## src/rtl/mvm_pkg.sv

```systemverilog
// Shared definitions for the mvm_stream_ctrl slice.
//   MVM_K / MVM_B : default vector length and element width of the multiplier
//   JOB_WORDS     : words per job (x followed by A, row-major)
//   CNT_W         : width of the job word counter
//   mvm_ctrl_state_t : controller FSM states
package mvm_pkg;

  localparam int unsigned MVM_K     = 8;
  localparam int unsigned MVM_B     = 32;
  localparam int unsigned JOB_WORDS = MVM_K + MVM_K * MVM_K;
  localparam int unsigned CNT_W     = $clog2(JOB_WORDS + 1);

  typedef enum logic [3:0] {
    ST_FILL,
    ST_RST,
    ST_VCMD,
    ST_VEC,
    ST_MCMD,
    ST_MAT,
    ST_GO,
    ST_WAIT,
    ST_ABORT,
    ST_COLLECT,
    ST_DRAIN
  } mvm_ctrl_state_t;

endpackage

```

## src/rtl/mvm_result_buf.sv

```systemverilog
// K-entry result buffer: written sequentially while the multiplier streams
// y[0..K-1], then read sequentially onto a valid/ready stream.
//   clk, reset      : clock, synchronous active-low reset
//   wr_en, wr_data  : sequential write port (one result per cycle)
//   m_valid/m_ready : output handshake; m_data = y[rd], m_last on y[K-1]
//   drain_done_c    : final output handshake happening this cycle
module mvm_result_buf
  import mvm_pkg::*;
#(
  parameter int unsigned K = MVM_K,
  parameter int unsigned B = MVM_B
) (
  input  logic                  clk,
  input  logic                  reset,
  input  logic                  wr_en,
  input  logic signed [2*B-1:0] wr_data,
  input  logic                  m_ready,
  output logic                  m_valid,
  output logic signed [2*B-1:0] m_data,
  output logic                  m_last,
  output logic                  drain_done_c
);

  localparam int unsigned IW = (K > 1) ? $clog2(K) : 1;

  logic signed [2*B-1:0] mem_q [K];
  logic signed [2*B-1:0] mem_d [K];
  logic [IW-1:0]         wr_q, wr_d, rd_q, rd_d;
  logic                  valid_q, valid_d, last_q, last_d;
  logic signed [2*B-1:0] data_q, data_d;

  // Pointer/valid update; output word is looked up from the next-state
  // contents so m_data is a flop yet already shows y[0] with the first valid.
  always_comb begin
    mem_d   = mem_q;
    wr_d    = wr_q;
    rd_d    = rd_q;
    valid_d = valid_q;

    drain_done_c = valid_q && m_ready && (rd_q == IW'(K - 1));

    if (valid_q && m_ready) begin
      if (rd_q == IW'(K - 1)) begin
        valid_d = 1'b0;
        rd_d    = '0;
      end else begin
        rd_d = rd_q + IW'(1);
      end
    end

    if (wr_en) begin
      mem_d[wr_q] = wr_data;
      if (wr_q == IW'(K - 1)) begin
        wr_d    = '0;
        valid_d = 1'b1;
        rd_d    = '0;
      end else begin
        wr_d = wr_q + IW'(1);
      end
    end

    data_d = mem_d[rd_d];
    last_d = valid_d && (rd_d == IW'(K - 1));
  end

  always_ff @(posedge clk) begin
    if (!reset) begin
      for (int i = 0; i < int'(K); i++) mem_q[i] <= '0;
      wr_q    <= '0;
      rd_q    <= '0;
      valid_q <= 1'b0;
      last_q  <= 1'b0;
      data_q  <= '0;
    end else begin
      mem_q   <= mem_d;
      wr_q    <= wr_d;
      rd_q    <= rd_d;
      valid_q <= valid_d;
      last_q  <= last_d;
      data_q  <= data_d;
    end
  end

  assign m_valid = valid_q;
  assign m_data  = data_q;
  assign m_last  = last_q;

endmodule

```

## src/rtl/mvm_stream_ctrl.sv

```systemverilog
// Stream front/back end for the mvm_32_1_8_1 multiplier: buffers one job
// (x then A row-major) from s_*, replays it on the multiplier's
// load/start pins on contiguous cycles, collects the K results after done
// and drains them on m_* with backpressure.
//   clk, reset        : clock, synchronous active-low reset
//   s_valid/s_ready/s_data : job input stream
//   m_valid/m_ready/m_data/m_last : result output stream
//   err               : one-cycle pulse when done never arrives
//   mvm_*             : multiplier pin interface
module mvm_stream_ctrl
  import mvm_pkg::*;
#(
  parameter int unsigned K       = MVM_K,
  parameter int unsigned B       = MVM_B,
  parameter int unsigned TIMEOUT = 1024
) (
  input  logic                  clk,
  input  logic                  reset,
  input  logic                  s_valid,
  output logic                  s_ready,
  input  logic signed [B-1:0]   s_data,
  output logic                  m_valid,
  input  logic                  m_ready,
  output logic signed [2*B-1:0] m_data,
  output logic                  m_last,
  output logic                  err,
  output logic                  mvm_reset,
  output logic                  mvm_load_matrix,
  output logic                  mvm_load_vector,
  output logic                  mvm_start,
  output logic signed [B-1:0]   mvm_data_in,
  input  logic                  mvm_done,
  input  logic signed [2*B-1:0] mvm_data_out
);

  localparam int unsigned JW = K + K * K;
  localparam int unsigned CW = $clog2(JW + 1);
  localparam int unsigned TW = $clog2(TIMEOUT + 1);

  mvm_ctrl_state_t     state_q, state_d;
  logic [CW-1:0]       cnt_q, cnt_d;
  logic [TW-1:0]       tmo_q, tmo_d;
  logic signed [B-1:0] job_q [JW];
  logic signed [B-1:0] job_d [JW];

  logic                s_ready_q, s_ready_d;
  logic                err_q, err_d;
  logic                mvm_reset_q, mvm_reset_d;
  logic                load_m_q, load_m_d;
  logic                load_v_q, load_v_d;
  logic                start_q, start_d;
  logic signed [B-1:0] din_q, din_d;

  logic                accept_c;
  logic                res_wr_c;
  logic                drain_done_c;

  assign accept_c = s_valid && s_ready_q;
  assign res_wr_c = (state_q == ST_COLLECT);

  // Next state; cnt runs 0..K-1 through VEC and K..JW-1 through MAT so it
  // doubles as the job-buffer read address during replay.
  always_comb begin
    state_d = state_q;
    cnt_d   = cnt_q;
    tmo_d   = tmo_q;
    job_d   = job_q;

    case (state_q)
      ST_FILL: begin
        if (accept_c) begin
          job_d[cnt_q] = s_data;
          if (cnt_q == CW'(JW - 1)) begin
            state_d = ST_RST;
            cnt_d   = '0;
          end else begin
            cnt_d = cnt_q + CW'(1);
          end
        end
      end
      ST_RST:  state_d = ST_VCMD;
      ST_VCMD: state_d = ST_VEC;
      ST_VEC: begin
        if (cnt_q == CW'(K - 1)) state_d = ST_MCMD;
        cnt_d = cnt_q + CW'(1);
      end
      ST_MCMD: state_d = ST_MAT;
      ST_MAT: begin
        if (cnt_q == CW'(JW - 1)) begin
          state_d = ST_GO;
          cnt_d   = '0;
        end else begin
          cnt_d = cnt_q + CW'(1);
        end
      end
      ST_GO: begin
        state_d = ST_WAIT;
        tmo_d   = '0;
      end
      // The abort cycle itself is the TIMEOUT-th cycle after GO.
      ST_WAIT: begin
        if (mvm_done) begin
          state_d = ST_COLLECT;
        end else if (tmo_q == TW'(TIMEOUT - 2)) begin
          state_d = ST_ABORT;
        end else begin
          tmo_d = tmo_q + TW'(1);
        end
      end
      ST_ABORT: begin
        state_d = ST_FILL;
        cnt_d   = '0;
      end
      ST_COLLECT: begin
        if (cnt_q == CW'(K - 1)) begin
          state_d = ST_DRAIN;
          cnt_d   = '0;
        end else begin
          cnt_d = cnt_q + CW'(1);
        end
      end
      ST_DRAIN: begin
        if (drain_done_c) state_d = ST_FILL;
      end
      default: state_d = ST_FILL;
    endcase

    // Outputs decoded from the next state so they register in step with it.
    s_ready_d   = (state_d == ST_FILL);
    err_d       = (state_d == ST_ABORT);
    mvm_reset_d = (state_d == ST_RST) || (state_d == ST_ABORT);
    load_v_d    = (state_d == ST_VCMD);
    load_m_d    = (state_d == ST_MCMD);
    start_d     = (state_d == ST_GO);
    din_d       = '0;
    if ((state_d == ST_VEC) || (state_d == ST_MAT)) din_d = job_q[cnt_d];
  end

  always_ff @(posedge clk) begin
    if (!reset) begin
      state_q     <= ST_FILL;
      cnt_q       <= '0;
      tmo_q       <= '0;
      s_ready_q   <= 1'b0;
      err_q       <= 1'b0;
      mvm_reset_q <= 1'b1;
      load_m_q    <= 1'b0;
      load_v_q    <= 1'b0;
      start_q     <= 1'b0;
      din_q       <= '0;
    end else begin
      state_q     <= state_d;
      cnt_q       <= cnt_d;
      tmo_q       <= tmo_d;
      s_ready_q   <= s_ready_d;
      err_q       <= err_d;
      mvm_reset_q <= mvm_reset_d;
      load_m_q    <= load_m_d;
      load_v_q    <= load_v_d;
      start_q     <= start_d;
      din_q       <= din_d;
    end
    // Job storage carries no reset: contents are rewritten by every FILL.
    job_q <= job_d;
  end

  mvm_result_buf #(
    .K (K),
    .B (B)
  ) u_result_buf (
    .clk          (clk),
    .reset        (reset),
    .wr_en        (res_wr_c),
    .wr_data      (mvm_data_out),
    .m_ready      (m_ready),
    .m_valid      (m_valid),
    .m_data       (m_data),
    .m_last       (m_last),
    .drain_done_c (drain_done_c)
  );

  assign s_ready         = s_ready_q;
  assign err             = err_q;
  assign mvm_reset       = mvm_reset_q;
  assign mvm_load_matrix = load_m_q;
  assign mvm_load_vector = load_v_q;
  assign mvm_start       = start_q;
  assign mvm_data_in     = din_q;

endmodule
```

## config.mk

```make
export PLATFORM = sky130hd
export DESIGN_NAME = mvm_stream_ctrl
export DESIGN_NICKNAME = d
export VERILOG_FILES = /design/src/rtl/mvm_pkg.sv /design/src/rtl/mvm_result_buf.sv /design/src/rtl/mvm_stream_ctrl.sv
export SDC_FILE = /design/constraint.sdc
export NUM_CORES = 2
export LEC_CHECK = 0
export ABC_AREA = 0
export CAP_MARGIN = 20
export CORE_MARGIN = 4
export CORE_UTILIZATION = 60
export CTS_CLUSTER_SIZE = 20
export DETAILED_ROUTE_END_ITERATION = 12
export PLACE_DENSITY = 0.77
export SLEW_MARGIN = 10
export SYNTH_ARGS = -nofsm -noshare
export SYNTH_HDL_FRONTEND = slang
export SYNTH_SLANG_ARGS = --single-unit
```

## constraint.sdc

```tcl
create_clock -name clk -period 8.4 [get_ports clk]
set_input_delay 0.84 -clock clk [delete_from_list [all_inputs] [get_ports clk]]
set_output_delay 0.84 -clock clk [all_outputs]
set_load 0.05 [all_outputs]
```

---- Yosys cells after proc, flatten, opt, wreduce, memory -nomap -nowiden ----
Index checks and enable logic that the tools add are counted.
storage, ports and cells
  register bits ........................... 2,948
  latch bits .............................. 0
  RAM bits ................................ 0
  ROM bits ................................ 0
  bits of input ports ..................... 101
  output and inout bits ................... 104
  logic and storage cells ................. 186
  memories kept ........................... 0
operators by class
  $add $sub $neg .......................... 4
  multipliers ............................. 0
  div/mod/pow operators ................... 0
  magnitude comparators ................... 6
  eq/ne operators ......................... 25
  shifts and indexed selects .............. 0
  multiplexer cells ....................... 38
  bitwise operators ....................... 4
  reductions and logical operators ........ 14
operators with widths
  cell                                                                     count
  2304-bit bitwise mux                                                     1
  512-bit bitwise mux                                                      1
  512-bit 2-to-1 mux                                                       1
  32-bit binary-select mux with 7-bit select                               1
  32-bit demux with 7-bit select                                           1
  64-bit binary-select mux with 3-bit select                               1
  64-bit demux with 3-bit select                                           1
  64-bit 2-to-1 mux                                                        3
  32-bit 2-to-1 mux                                                        3
  4-bit case mux with 10 select lines                                      1
  7-bit case mux with 5 select lines                                       1
  4-bit 2-to-1 mux                                                         8
  4-bit by 3-bit equality test with 1-bit output, second input constant    7
  11-bit 2-to-1 mux                                                        2
  11-bit case mux with 2 select lines                                      1
  7-bit 2-to-1 mux                                                         3
  4-bit by 2-bit equality test with 1-bit output, second input constant    4
  4-bit equality test, second input constant                               4
  8-bit greater-or-equal comparator, second input constant                 2
  7-bit NOT with 8-bit output                                              2
  3-bit 2-to-1 mux                                                         5
  11-bit by 1-bit adder with 11-bit output, second input constant          1
  11-bit by 10-bit equality test with 1-bit output, second input constant  1
  3-bit equality test, second input constant                               3
  other kinds (17)                                                         33

---- Logic depth before layout (Yosys ltp) ----
  word-level depth ........................ 10
  depth in mapped cells ................... 18
  gate-level depth less buffers ........... 12

---- By module ----
A second synthesis with hierarchy kept.
second synthesis, totals
  cell total of the unflattened synthesis .. 10,215
  area total of the unflattened synthesis .. 119,524.6 um2
by module, submodules not included
  module           instances  cells an instance  area each (um2)  sequential area each (um2)
  mvm_stream_ctrl  1          7,040              93,562.2         70,387.5
  mvm_result_buf   1          3,175              25,962.4         11,691.2

---- Worst setup path after synthesis ----
OpenSTA, ideal clock, no wires.
  path type ............................... input -> register
  from .................................... input port s_valid
  to ...................................... register job_q[256] (netlist bit) (enable)
  library setup time ...................... 0.421 ns
  arrival time ............................ 3.088 ns
  data required time ...................... 7.979 ns
  setup slack ............................. 4.891 ns
  stages on the path ...................... 6
  path buffers ............................ 1
  path through ............................ and3b_1 -> and2_1 -> and3_1 -> clkbuf_1 -> nand3_1 -> nor2_1
between the ends
  word-level cells in the longest chain between the ends .. 2
ends and longest elaborated chain
  element                        line                    RTL
  from (decl)                    mvm_stream_ctrl.sv:19   input logic s_valid,
  1-bit logical AND              mvm_stream_ctrl.sv:58   assign accept_c = s_valid && s_ready_q;
  2-bit AND reduction (no line)  -
  to (signal assigned)           mvm_stream_ctrl.sv:164  job_q <= job_d;
  to (decl)                      mvm_stream_ctrl.sv:43   logic signed [B-1:0] job_q [JW];
Every way passes these cells.
A chain may end at the register's enable or synchronous reset.

---- Worst setup path after layout ----
  from .................................... register cnt_q[1]
  to ...................................... register din_q[26] (netlist: mvm_data_in[26])
between the ends
  word-level cells in the longest chain between the ends .. 8
  elaborated cells between the ends (all ways) .. 21
  those cells by class .................... add/sub (1); eq/ne (4); mux (13); bitwise (1); reduce/logical (2)
ends and longest elaborated chain
  element                                                                        line                                          RTL
  from (decl)                                                                    mvm_stream_ctrl.sv:41                         logic [CW-1:0] cnt_q, cnt_d;
  from (signal assigned)                                                         mvm_stream_ctrl.sv:153                        cnt_q <= cnt_d;
  7-bit by 1-bit adder with 7-bit output or 7-bit equality test (tied branches)  -
  7-bit 2-to-1 mux                                                               mvm_stream_ctrl.sv:73, mvm_stream_ctrl.sv:89
  7-bit 2-to-1 mux                                                               mvm_stream_ctrl.sv:71                         if (accept_c) begin
  7-bit case mux with 5 select lines                                             mvm_stream_ctrl.sv:69                         case (state_q)
  7-bit NOT with 8-bit output (implied by the code)                              mvm_stream_ctrl.sv:136                        if ((state_d == ST_VEC) || (state_d == ST_MAT)) din_d = job_q[cnt_d];
  32-bit binary-select mux with 7-bit select                                     mvm_stream_ctrl.sv:136
  32-bit 2-to-1 mux (implied by the code) (2 in series)                          mvm_stream_ctrl.sv:136
  to (signal assigned)                                                           mvm_stream_ctrl.sv:161                        din_q <= din_d;
  to (decl)                                                                      mvm_stream_ctrl.sv:52                         logic signed [B-1:0] din_q, din_d;
Several ways; a longest one is shown, not always the timed one. The select of a mux whose other input is x is not followed.

==> summary.txt <==
Layout
  – FILL cells: between 10000 and 15000
  – Final core utilization: about two thirds
  – Most common cell after layout, fill and taps aside: edfxtp_1
  – Share of cells above drive strength 1: 8.512%
  – Post-layout net count: approximately 9600
  – Most frequent cells in the layout: edfxtp_1, nand2_1, nand3_1
  – Area Growth Syn to Fin: 11.62%

Floorplan
  – Full die area: slightly above 200000 um^2
  – Die X-Extent: approximately 450 um
  – Io pins: slightly above 200
  – FP Rows: between 150 and 200
  – Area of the core: between 150000 and 200000 um^2
  – Die height: 449.1 um
  – Initial Utilization: between 60% and 70%

Power and ir drop
  – VDD IR max: 0.0002102 V
  – P per Cell Area: roughly 230 nW/um^2
  – Leakage power: 44.45 nW
  – Sw Pwr: approximately 6.7 mW
  – Sequential share of power: 52.0%
  – Overall power: 30.21 mW
  – Clock Power Share: between 40 and 50%
  – Int Pwr: roughly 24 mW
  – Comb power frac: around 5.3%
  – Switching Share: ~22%

Critical path
  – CP startpoint kind: register
  – CP required: between 9 and 10 ns
  – Reg2reg start: cnt_q[1]
  – CP Class: register to register
  – Critical Path AT: roughly 6.5 ns
  – Setup crit end kind: register
  – R2R Setup Slk: around 2.7 ns
  – Worst Reg2Reg Path Length in Cells: 14
  – Crit Path Max Fanout: 160
  – Reg-to-Reg End: mvm_data_in[26]

STA
  – Period utilization: 67.95%
  – RSZ-0062 raised after global routing: no
  – Final Hold Fails: 0
  – Slew margin rel.: 13.39%
  – Max Slew Vio Count: 0
  – # setup viols final: 0
  – Hold WS: between 0.4 and 0.5 ns
  – Final worst slack: approximately 2.7 ns
  – Min cycle time layout: roughly 5.7 ns
  – Setup TNS: 0 ns
  – Clk_skew: ~0.075 ns
  – Fmax: 175.2 MHz
  – Least-Margin Pin Slew: between 1 and 1.5 ns

Outcome
  – Status: completed

Clock tree
  – Clk slew on worst S/H paths: 0.06 ns
  – CTS Buf Count: between 300 and 400
  – Postcts setup bufs: 0
  – Root Driver: clkbuf_16
  – Worst skew pair latency: a little under 1 ns
  – Post_cts resized: 0
  – Hold_buf cts: 0
  – Clk buf depth: 4
  – Max H-tree Level: 5
  – CTS tree: yes
  – Clk sinks: 2948

Min path
  – Launch point of the worst hold path: u_result_buf.mem_q[138]
  – Worst Hold Path EP: u_result_buf.mem_q[138]
  – Hold path depth: 2
  – Hold WC Path Type: register to register

Place
  – Port bufs: ~200
  – DP HPWL: about 190 mm
  – Dpl ws: about 2.4 ns
  – GPL Wtd Cong: about 0.88

Synthesis
  – Cells after synthesis: between 9000 and 10000
  – Post-synth EDFFs: around 2300
  – Share of the synthesized area in the top cell type: about three fifths
  – Fraction of registers with async set or reset after synthesis: 0%
  – Top FF cell, synth: edfxtp_1
  – Post-Syn Nets: 9651
  – Post-synth cell types: slightly above 90
  – Post-synthesis sequential area ratio: 70.32%
  – Area contributors post-synth: edfxtp_1, dfxtp_1, nand2_1
  – Syn_area_per_cell: 12.23 um^2
  – Yosys top cell by area: edfxtp_1
  – Mapped Area: ~120000 um^2
  – Yosys reg bits: about 2900
  – YS warnings: 0

Route
  – # DRC: 0
  – Total routed wirelength: 357.1 mm
  – DR WL/cell: between 20 and 30 um
  – DR vias: between 80000 and 90000
  – Drt first pass iters: 10
  – Avg Vias per Cell: between 6 and 7
  – Starting DRT DRC Count: between 10000 and 15000
  – Antenna viol nets, final: 0

Global routing
  – Number of global-route vias before repair: ~80000
  – Gr ovfl total: 0
  – Total Routing Usage GR: between 30% and 40%
  – Initial antenna violation count: 23
  – First-pass GRT wire length: just over 500 mm
  – Largest net degree at the start of global routing: ~270

Run
  – Max-Cap Viols: 0
-- final cells by class --
cell class / instances / area [um^2] / share of cell area [%]
Clock buffer: 389 / 8297 / 6.368
Tap cell: 2526 / 3161 / 2.426
Inverter: 15 / 63.81 / 0.04898
Sequential cell: 2948 / 82080 / 63.00
Timing Repair Buffer: 428 / 3827 / 2.938
Antenna cell: 13 / 32.53 / 0.02497
Multi-Input combinational cell: 5836 / 31770 / 24.38
Clock inverter: 135 / 1059 / 0.8125
-- critical path, stage by stage (launching register included) --
cell	delay, ns
dfxtp_1	0.54
ha_1	0.35
and4bb_1	0.31
a21o_1	0.24
o311ai_4	0.32
a21oi_4	0.32
buf_12	0.38
buf_12	0.63
buf_4	0.48
mux2i_1	0.25
a221oi_1	0.12
o21ai_0	0.21
a31oi_1	0.20
a211oi_1	0.83
o211ai_1	0.24
-- cells in the mapped netlist (54+ instances only) --
| cell type | instances |
|---|---|
| nand3_1 | 716 |
| mux2i_1 | 425 |
| nor3_1 | 341 |
| nand2_1 | 2205 |
| a31oi_1 | 82 |
| o21ai_0 | 54 |
| clkbuf_1 | 330 |
| a21oi_1 | 477 |
| a221oi_1 | 117 |
| nor2_1 | 535 |
| buf_2 | 282 |
| a32oi_1 | 103 |
| a211oi_1 | 55 |
| edfxtp_1 | 2304 |
| o22ai_1 | 263 |
| buf_4 | 73 |
| dfxtp_1 | 644 |
-- cells by family after synthesis --
logic type / synth area share, %
simple gates: 14.16
flops: 70.32
compound gates: 8.158
buf+inv: 3.106
mux: 4.130
xor+xnor: 0.05252
fa+ha+maj: 0.07503
-- metrics by stage --
stage                     instance area, um^2  std cells
final                                  130300      12290
after floorplan                        116700       9543
after detailed placement               120900      11750
after global routing                   130300      12280
after global placement                 120800      11750
after CTS                              130200      12270
-- sequential cells by signal, indices dropped and copies added (netlist names) --
signal and count:
s_ready 1, u_result_buf.rd_q 3, mvm_load_vector 1, mvm_load_matrix 1, u_result_buf.wr_q 3, u_result_buf.m_last 1, u_result_buf.mem_q 512, err 1
u_result_buf.m_data 64, cnt_q 7, mvm_reset 1, mvm_start 1, job_q 2304, u_result_buf.m_valid 1, tmo_q 11, mvm_data_in 32
state_q 4
-- power groups by stage --
stage	Combinational [mW]	Sequential [mW]	Clock (mW)
final	1.61	15.7	12.9
after global routing	1.71	15.7	13.5
after CTS	1.57	15.7	12.9
after detailed placement	1.55	16.0	0
after global placement	1.51	16.0	0
after floorplan	1.03	16.0	0
-- metal layers --
metal / vias to the layer above / GRT usage, % / wire [um]
li1: 34990 / - / -
met1: 40090 / 44.19 / 120900
met5: - / 0.1420 / 130
met2: 6644 / 53.35 / 161900
met3: 1452 / 8.609 / 50250
met4: 16 / 19.39 / 23890
-- worst max-delay path by stage --
stage	cells past startpoint	start	end	slack (ns)
2_1_floorplan	6	s_valid	job_q[256]	4.89
3_3_place_gp	12	s_valid	mvm_data_in[3]	1.26
3_5_place_dp	11	s_valid	mvm_data_in[20]	2.36
4_1_cts	12	cnt_q[0]	mvm_data_in[20]	2.73
5_1_grt	11	cnt_q[3]	mvm_data_in[16]	2.43
6_report	14	cnt_q[1]	mvm_data_in[26]	2.69
Note: power is estimated with default switching activity, not from simulation.
